$ cat config.mk
export PLATFORM = sky130hd
export DESIGN_NAME = issue_scheduler
export DESIGN_NICKNAME = d
export VERILOG_FILES = /design/src/rtl/pipeline_pkg.sv /design/src/rtl/issue_scheduler_pair_check.sv /design/src/rtl/issue_scheduler.sv
export SDC_FILE = /design/constraint.sdc
export NUM_CORES = 1
export LEC_CHECK = 0
export ABC_AREA = 1
export CAP_MARGIN = 25
export CELL_PAD_IN_SITES_DETAIL_PLACEMENT = 1
export CELL_PAD_IN_SITES_GLOBAL_PLACEMENT = 1
export CORE_ASPECT_RATIO = 1.1
export CORE_MARGIN = 4
export CORE_UTILIZATION = 31
export DETAILED_ROUTE_END_ITERATION = 16
export PLACE_DENSITY = 0.78
export SYNTH_ARGS = -nofsm -noshare
export SYNTH_HDL_FRONTEND = slang
export SYNTH_HIERARCHICAL = 1
export SYNTH_SLANG_ARGS = --single-unit
$ cat constraint.sdc
create_clock -name i_clk -period 2.22 [get_ports i_clk]
set_input_delay 0.333 -clock i_clk [delete_from_list [all_inputs] [get_ports i_clk]]
set_output_delay 0.333 -clock i_clk [all_outputs]
set_load 0.01 [all_outputs]
$ cat src/rtl/pipeline_pkg.sv
// Shared pipeline types for the RV32I core front end.
// Decoded instruction bundle plus issue helpers.
package pipeline_pkg;

    typedef enum logic [2:0] {
        ALU_TYPE,
        LD_TYPE,
        ST_TYPE,
        BR_TYPE,
        SYS_TYPE
    } instr_type_e;

    typedef struct packed {
        logic        valid;
        instr_type_e instr_type;
        logic        load_en;
        logic        store_en;
        logic        prd_en;
        logic        wren;
        logic        use_rs1;
        logic        use_rs2;
        logic [4:0]  rd_addr;
        logic [4:0]  rs1_addr;
        logic [4:0]  rs2_addr;
        logic [31:0] imm;
        logic [31:0] pc;
    } decode_t;

    typedef enum logic {
        ISSUE,
        SPLIT
    } issue_state_e;

    localparam decode_t BUBBLE = '0;

    function automatic logic v_capable(input decode_t d);
        return !d.load_en && !d.store_en && !d.prd_en &&
               (d.instr_type != SYS_TYPE);
    endfunction

    function automatic logic raw_hazard(input decode_t a,
                                        input decode_t b);
        logic rs1_hit;
        logic rs2_hit;
        rs1_hit = b.use_rs1 && (b.rs1_addr == a.rd_addr);
        rs2_hit = b.use_rs2 && (b.rs2_addr == a.rd_addr);
        return a.wren && (a.rd_addr != 5'd0) && (rs1_hit || rs2_hit);
    endfunction

endpackage

$ cat src/rtl/issue_scheduler_pair_check.sv
// Co-issue and load-use decisions for the dual-issue scheduler.
// Purely combinational; the FSM lives in issue_scheduler.
module issue_pair_check
    import pipeline_pkg::*;
(
    input  decode_t    i_slot0,
    input  decode_t    i_slot1,
    input  decode_t    i_held,
    input  logic [4:0] i_ld_rd,
    input  logic       i_ld_vld,
    output decode_t    o_first,
    output decode_t    o_second,
    output logic       o_first_lu,
    output logic       o_held_lu,
    output logic       o_co_issue
);

    decode_t ld;
    logic    second_lu;
    logic    waw;

    always_comb begin
        ld         = BUBBLE;
        ld.valid   = i_ld_vld;
        ld.load_en = i_ld_vld;
        ld.wren    = i_ld_vld;
        ld.rd_addr = i_ld_rd;

        // A lone younger instruction is promoted to the older slot.
        if (i_slot0.valid) begin
            o_first  = i_slot0;
            o_second = i_slot1;
        end else begin
            o_first  = i_slot1;
            o_second = BUBBLE;
        end

        o_first_lu = raw_hazard(ld, o_first);
        second_lu  = raw_hazard(ld, o_second);
        o_held_lu  = raw_hazard(ld, i_held);

        waw = o_first.wren && o_second.wren &&
              (o_first.rd_addr == o_second.rd_addr) &&
              (o_first.rd_addr != 5'd0);

        o_co_issue = o_second.valid && v_capable(o_second) &&
                     !raw_hazard(o_first, o_second) &&
                     !second_lu && !waw;
    end

endmodule

$ cat src/rtl/issue_scheduler.sv
// Dual-issue scheduler feeding the U and V execute pipes.
// Splits unpairable pairs and inserts load-use bubbles.
module issue_scheduler
    import pipeline_pkg::*;
(
    input  logic    i_clk,
    input  logic    i_rst_n,
    input  decode_t i_slot0,
    input  decode_t i_slot1,
    input  logic    i_flush,
    input  logic    i_stall,
    output decode_t o_u_issue,
    output decode_t o_v_issue,
    output logic    o_dec_hold
);

    issue_state_e state_q, state_d;
    decode_t      held_q, held_d;
    decode_t      u_q, u_d;
    decode_t      v_q, v_d;
    logic [4:0]   ld_rd_q, ld_rd_d;
    logic         ld_vld_q, ld_vld_d;

    decode_t first;
    decode_t second;
    logic    first_lu;
    logic    held_lu;
    logic    co_issue;

    issue_pair_check u_check (
        .i_slot0   (i_slot0),
        .i_slot1   (i_slot1),
        .i_held    (held_q),
        .i_ld_rd   (ld_rd_q),
        .i_ld_vld  (ld_vld_q),
        .o_first   (first),
        .o_second  (second),
        .o_first_lu(first_lu),
        .o_held_lu (held_lu),
        .o_co_issue(co_issue)
    );

    always_comb begin
        state_d    = state_q;
        held_d     = held_q;
        u_d        = u_q;
        v_d        = v_q;
        o_dec_hold = 1'b0;

        if (i_flush) begin
            state_d = ISSUE;
            held_d  = BUBBLE;
            u_d     = BUBBLE;
            v_d     = BUBBLE;
        end else if (i_stall) begin
            o_dec_hold = 1'b1;
        end else begin
            unique case (state_q)
                SPLIT: begin
                    o_dec_hold = 1'b1;
                    v_d        = BUBBLE;
                    if (held_lu) begin
                        u_d = BUBBLE;
                    end else begin
                        u_d     = held_q;
                        held_d  = BUBBLE;
                        state_d = ISSUE;
                    end
                end
                default: begin
                    u_d = BUBBLE;
                    v_d = BUBBLE;
                    if (first.valid && first_lu) begin
                        o_dec_hold = 1'b1;
                    end else if (first.valid) begin
                        u_d = first;
                        if (co_issue) begin
                            v_d = second;
                        end else if (second.valid) begin
                            held_d     = second;
                            state_d    = SPLIT;
                            o_dec_hold = 1'b1;
                        end
                    end
                end
            endcase
        end

        // Tracker mirrors whatever will sit in the U issue register.
        ld_vld_d = u_d.valid && u_d.load_en;
        ld_rd_d  = u_d.rd_addr;
    end

    always_ff @(posedge i_clk or negedge i_rst_n) begin
        if (!i_rst_n) begin
            state_q  <= ISSUE;
            held_q   <= BUBBLE;
            u_q      <= BUBBLE;
            v_q      <= BUBBLE;
            ld_rd_q  <= 5'd0;
            ld_vld_q <= 1'b0;
        end else begin
            state_q  <= state_d;
            held_q   <= held_d;
            u_q      <= u_d;
            v_q      <= v_d;
            ld_rd_q  <= ld_rd_d;
            ld_vld_q <= ld_vld_d;
        end
    end

    assign o_u_issue = u_q;
    assign o_v_issue = v_q;

endmodule

* Word-level counts from Yosys, hierarchy flattened
Cells that the tools add are included.
Word-level totals: word-level logic and storage cells 130, bits in registers 269, input bits 182
Operators by class: reduce and logical (&&, ||, !) cells 41, equality and inequality tests 14, muxes and demuxes 34
Operator list (number):
- two-way mux 89 bit | 22
- equality test 5 bit | 9
- logical AND 1 bit | 26
- two-way mux 1 bit | 12
- != test 3 bit, second input constant | 4
- nonzero test 5 bit | 2
- logical NOT 1 bit | 6
- AND reduction 6 bit | 1
- nonzero test 3 bit | 2
- logical OR 1 bit | 4
- != test 2 bit, second input constant | 1

* Depth between registers and ports, before layout
depth in word-level cells 15, depth in mapped cells 19, depth with buffers taken out 15

* Cells and area by module
The synthesis kept the hierarchy.
Modules (own cells, without submodules):
- issue_scheduler | instances 1, sequential area each 6731.5 sq um, cells each 1554, area an instance 12006.5 sq um
- issue_pair_check | instances 1, sequential area each 0.0 sq um, cells each 650, area an instance 2643.8 sq um

* Least setup slack after synthesis
No wires, ideal clock.
kind register to register, from register ld_rd_q[4], to register held_q[19] in the netlist's numbering, stages on the path, launching flop included 18, path slack -0.013 ns, required time 2.155 ns, path buffers 3, arrival 2.167 ns, cell sequence dfrtp_1 > clkbuf_1 > inv_1 > nand2_1 > nand3_1 > nor2_1 > nand3_1 > nand2_1 > nand2_1 > nand3_1 > nor2_1 > nor2_1 > nand2_1 > nand2_2 > buf_2 > buf_2 > nand3_1 > nand2_1
On the way: word-level cells in the longest chain between the ends 9
Ends and longest elaborated chain:
- from (decl) | line issue_scheduler.sv:21 | logic [4:0] ld_rd_q, ld_rd_d;
- from (signal assigned) | line issue_scheduler.sv:107 | ld_rd_q <= ld_rd_d;
- equality test 5 bit (on tied branches) | line pipeline_pkg.sv:45, pipeline_pkg.sv:46
- logical AND 1 bit (on tied branches) | line pipeline_pkg.sv:45, pipeline_pkg.sv:46
- logical OR 1 bit | line pipeline_pkg.sv:47 | return a.wren && (a.rd_addr != 5'd0) && (rs1_hit || rs2_hit);
- logical AND 1 bit * | line pipeline_pkg.sv:47
- logical NOT 1 bit * | line issue_scheduler_pair_check.sv:48 | !second_lu && !waw;
- logical AND 1 bit * | line issue_scheduler_pair_check.sv:47 | !raw_hazard(o_first, o_second) &&
- logical AND 1 bit * | line issue_scheduler_pair_check.sv:48
- net co_issue | line issue_scheduler.sv:28 | logic co_issue;
- != test 3 bit (no line) *
- AND reduction 6 bit (no line) *
- to (signal assigned) | line issue_scheduler.sv:104 | held_q <= held_d;
- to (decl) | line issue_scheduler.sv:18 | decode_t held_q, held_d;
The timed path passes the listed nets; every way through them passes the cells marked *. A chain may end at the register's enable or synchronous reset.

* Final worst setup path
from register ld_rd_q[3], to output o_dec_hold
On the way: word-level cells in the longest chain between the ends 13
Ends and longest elaborated chain:
- equality test 5 bit (on tied branches) | line pipeline_pkg.sv:45, pipeline_pkg.sv:46
- logical AND 1 bit (on tied branches) | line pipeline_pkg.sv:45, pipeline_pkg.sv:46
- logical OR 1 bit | line pipeline_pkg.sv:47
- logical AND 1 bit * | line pipeline_pkg.sv:47
- logical NOT 1 bit * | line issue_scheduler_pair_check.sv:48
- logical AND 1 bit * | line issue_scheduler_pair_check.sv:47
- logical AND 1 bit * | line issue_scheduler_pair_check.sv:48
- net co_issue | line issue_scheduler.sv:28
- two-way mux 1 bit * | line issue_scheduler.sv:77 | if (co_issue) begin
- two-way mux 1 bit * | line issue_scheduler.sv:75 | end else if (first.valid) begin
- two-way mux 1 bit * | line issue_scheduler.sv:73 | if (first.valid && first_lu) begin
- two-way mux 1 bit * | line issue_scheduler.sv:58 | unique case (state_q)
- two-way mux 1 bit * | line issue_scheduler.sv:55 | end else if (i_stall) begin
- two-way mux 1 bit * | line issue_scheduler.sv:50 | if (i_flush) begin
- to (decl) | line issue_scheduler.sv:14 | output logic o_dec_hold
Marked as above.

==> flow_summary.yaml <==
critical_path:
  critPathLaunchType: "flip-flop"
  critPathLaunch: "ld_rd_q[3]"
  worst_setup_path_end_kind: "output port"
  critPathKind: "flip-flop to output port"
  cp_data_arrival_time_ns: 2.39
  timing.critical_path.required_ns: 1.89
  path_max_fanout: 4
  crit-reg2reg-launch: "ld_rd_q[3]"
sta:
  setup_repair_after_global_routing_missed_its_margin: "true"
  final.setup.worst_slack_ns: -0.501
  final.setup.tns_ns: -52.40
  max_freq_mhz: 367
  setup-violations-final: 268
  pin_slew_with_the_least_headroom_to_its_limit_ns: 0.880
  timing.final.crit_share_pct: 123
  worst_clock_skew_ns: 0.0158
  max_slew_margin_pct: 41.3
  final-hold-violation-count: 0
  finalWorstPathRequiredPeriod_ns: 2.72
  timing_max_transition_violations_final: 0
global_routing:
  grt_pass1_wl_um: 111000
  grt_antenna_before_repair: 1
  grt.total_usage_pct: 27.5
  largest_net_degree_at_the_start_of_global_routing: 65
  grt.overflow.total: 0
  vias_in_the_first_global_route: 18700
power:
  total_power_w: 0.0152
  max-vdd-ir-drop_uv: 447
  static-leakage-power_nw: 13.2
  powerDensity_nw_per_um2: 601
routing:
  first_pass_iters: 5
  wl_per_cell_um: 23.4
  vias_per_cell: 5.23
  total_routed_wirelength_um: 77600
  drt_first_iter_violations: 1121
  ant_nets: 0
  detailroute.via_count: 17300
  drcViolationCount: 0
synthesis:
  ys_seq_elements: 269
  synth_sequential_area_ratio_pct: 45.9
  synth_edf_count: 0
  synth.cell_area_um2: 14700
  async_reset_ff_share_pct: 100
  synth.top_cells.by_count: "sky130_fd_sc_hd__nand2_1 (1,200), sky130_fd_sc_hd__dfrtp_1 (269), sky130_fd_sc_hd__inv_1 (198)"
  ys_types: 33
  ys.warnings.count: 6
  syn_area_per_cell_um2: 6.65
  netlist.top_cell.by_area: "sky130_fd_sc_hd__dfrtp_1"
  postSynthCellCount: 2204
  postSynthNetCount: 2386
  yosys.cell_count.top_type: "sky130_fd_sc_hd__nand2_1"
  synth_top_flop_cell: "sky130_fd_sc_hd__dfrtp_1"
  synthTopCellsByArea: "sky130_fd_sc_hd__dfrtp_1 (46%), sky130_fd_sc_hd__nand2_1 (31%), sky130_fd_sc_hd__inv_1 (5.1%), sky130_fd_sc_hd__nand3_1 (3.9%), sky130_fd_sc_hd__o21ai_0 (3.3%)"
  synth_top_cell_area_share_pct: 45.9
cts:
  cts.sink_count: 269
  clk_path_buf_depth: 3
  cts_tree: "built"
  cts_htree_levels: 2
  cts_buffers: 34
  clk_transition_reported_paths_ns: 0.07
  clk-insertion-delay-late_ns: 0.55
  clock_tree.root_cell: "sky130_fd_sc_hd__clkbuf_16"
die:
  floorplan.io_pins: 361
  floorplan.core_area_um2: 46700
  fp.dieW_um: 215
  core.rowCount: 83
  dieHeight_um: 236
  area_of_the_die_um2: 50800
  initial_core_util_pct: 31.3
placement:
  globalplace.congestion: 0.872
  detailed_placer_s_ending_hpwl_um: 43300
  buffer_ports.inserted: 360
status:
  failed_checks: "setup timing"
  status: "complete, but fails checks"
hold_path:
  hold_path.startpoint: "i_flush"
  worst_hold_path_type: "input pin to flip-flop"
layout:
  fillCellCount: 5413
  layout-drive-gt1-share_pct: 29.9
  final_net_count: 2873
  syn_to_final_growth_pct: 72.7
job:
  drv_cap: 0
-- metal layers --
metal | track usage [%] | vias to the layer above | share of wire, %
met4 | 9.53 | 0 | 5.0
met3 | 4.57 | 226 | 5.8
met5 | 0 | - | 0
li1 | - | 7707 | -
met2 | 49.2 | 689 | 50
met1 | 33.4 | 8683 | 39
-- repair_timing --
action / in CTS / in global routing
hold endpoints to repair: 46 / 0
setup buffers: 63 / 18
hold buffers: 1 / 0
gates cloned: 42 / 12
setup endpoints to repair: 269 / 270
pin swaps: 108 / 128
gates resized for setup: 452 / 418
-- stage by stage --
step | instances | worst slack [ns] | hold slack, ns | utilization [%] | area [µm²]
2_1_floorplan | 2204 | 0.0381 | 0.0374 | - | 14700
3_3_place_gp | 3148 | -0.739 | 0.307 | 42.0 | 19600
3_5_place_dp | 3148 | -0.740 | 0.319 | 42.0 | 19600
4_1_cts | 3301 | -0.475 | 0.147 | 51.0 | 23800
5_1_grt | 3311 | -0.630 | 0.177 | 54.2 | 25300
6_report | 3311 | -0.501 | 0.177 | 54.2 | 25300
-- kinds of logic (layout without fill, tap and decap cells) --
| logic type | count (synthesis) | count (layout) | share of synthesized area (%) |
|---|---|---|---|
| AND/OR/NAND/NOR | 1465 | 1467 | 39.7 |
| other | 0 | 1 | 0 |
| XOR/XNOR | 8 | 8 | 0.478 |
| buffers and inverters | 342 | 851 | 9.62 |
| AO/OA/AOI/OAI | 120 | 120 | 4.22 |
| flip-flops | 269 | 269 | 45.9 |
-- registers in the layout (all words and copies together), names as in the netlist --
signal and flops:
held_q 89, o_v_issue 89, o_u_issue 84, ld_rd_q 5
ld_vld_q 1, state_q 1
-- where the power goes --
group,internal [W],switching [W]
clock,0.00358,0.00242
combinational,0.00173,0.00213
sequential,0.00513,0.000226
-- cells in the final DEF (no fill, tap or decap), drive strengths merged --
cell	instances
nand2	1209
clkdlybuf4s50	355
dfrtp	269
buf	215
inv	206
nand3	116
o21ai	105
nor3	89
clkbuf	59
nor2	47
a21oi	8
clkinv	8
xor2	6
bufinv	4
nand4	3
nand3b	2
clkinvlp	2
o211ai	2
xnor2	2
o22ai	2
diode	1
o21a	1
dlygate4sd3	1
dlygate4sd2	1
a211oi	1
a31oi	1
or2	1
-- area by class of cell --
type	count	area (µm²)	share of cell area (%)
Inverter	206	805	3.18
Timing Repair Buffer	584	6920	27.4
Timing Repair inverter	1	16.3	0.0643
Tap cell	595	744	2.94
Clock buffer	47	980	3.87
Antenna cell	1	2.50	0.00989
Clock inverter	13	196	0.776
Multi-Input combinational cell	1595	8900	35.2
Sequential cell	269	6740	26.6
-- worst max-delay path: stages, from the launching register on --
cell and delay, ns:
sky130_fd_sc_hd__dfrtp_2 0.47, sky130_fd_sc_hd__buf_6 0.16, sky130_fd_sc_hd__nor3_4 0.15, sky130_fd_sc_hd__nand3_2 0.09
sky130_fd_sc_hd__nand2_2 0.09, sky130_fd_sc_hd__buf_6 0.10, sky130_fd_sc_hd__inv_2 0.03, sky130_fd_sc_hd__nand2_2 0.07
sky130_fd_sc_hd__nand3_2 0.08, sky130_fd_sc_hd__nor2_4 0.15, sky130_fd_sc_hd__nor2_4 0.06, sky130_fd_sc_hd__a21oi_2 0.17
sky130_fd_sc_hd__nor2_1 0.06, sky130_fd_sc_hd__buf_4 0.17
-- worst paths after layout --
check | to | cells past startpoint | slack [ns]
max | o_dec_hold | 13 | -0.50
min | held_q[84] | 4 | 0.18
max reg2reg | held_q[62] | 17 | -0.44
min reg2reg | o_u_issue[27] | 2 | 0.48
max in group asynchronous | held_q[43] | 3 | 1.12
min in group asynchronous | o_u_issue[3] | 2 | 0.31
(Power assumes the default switching activity.)
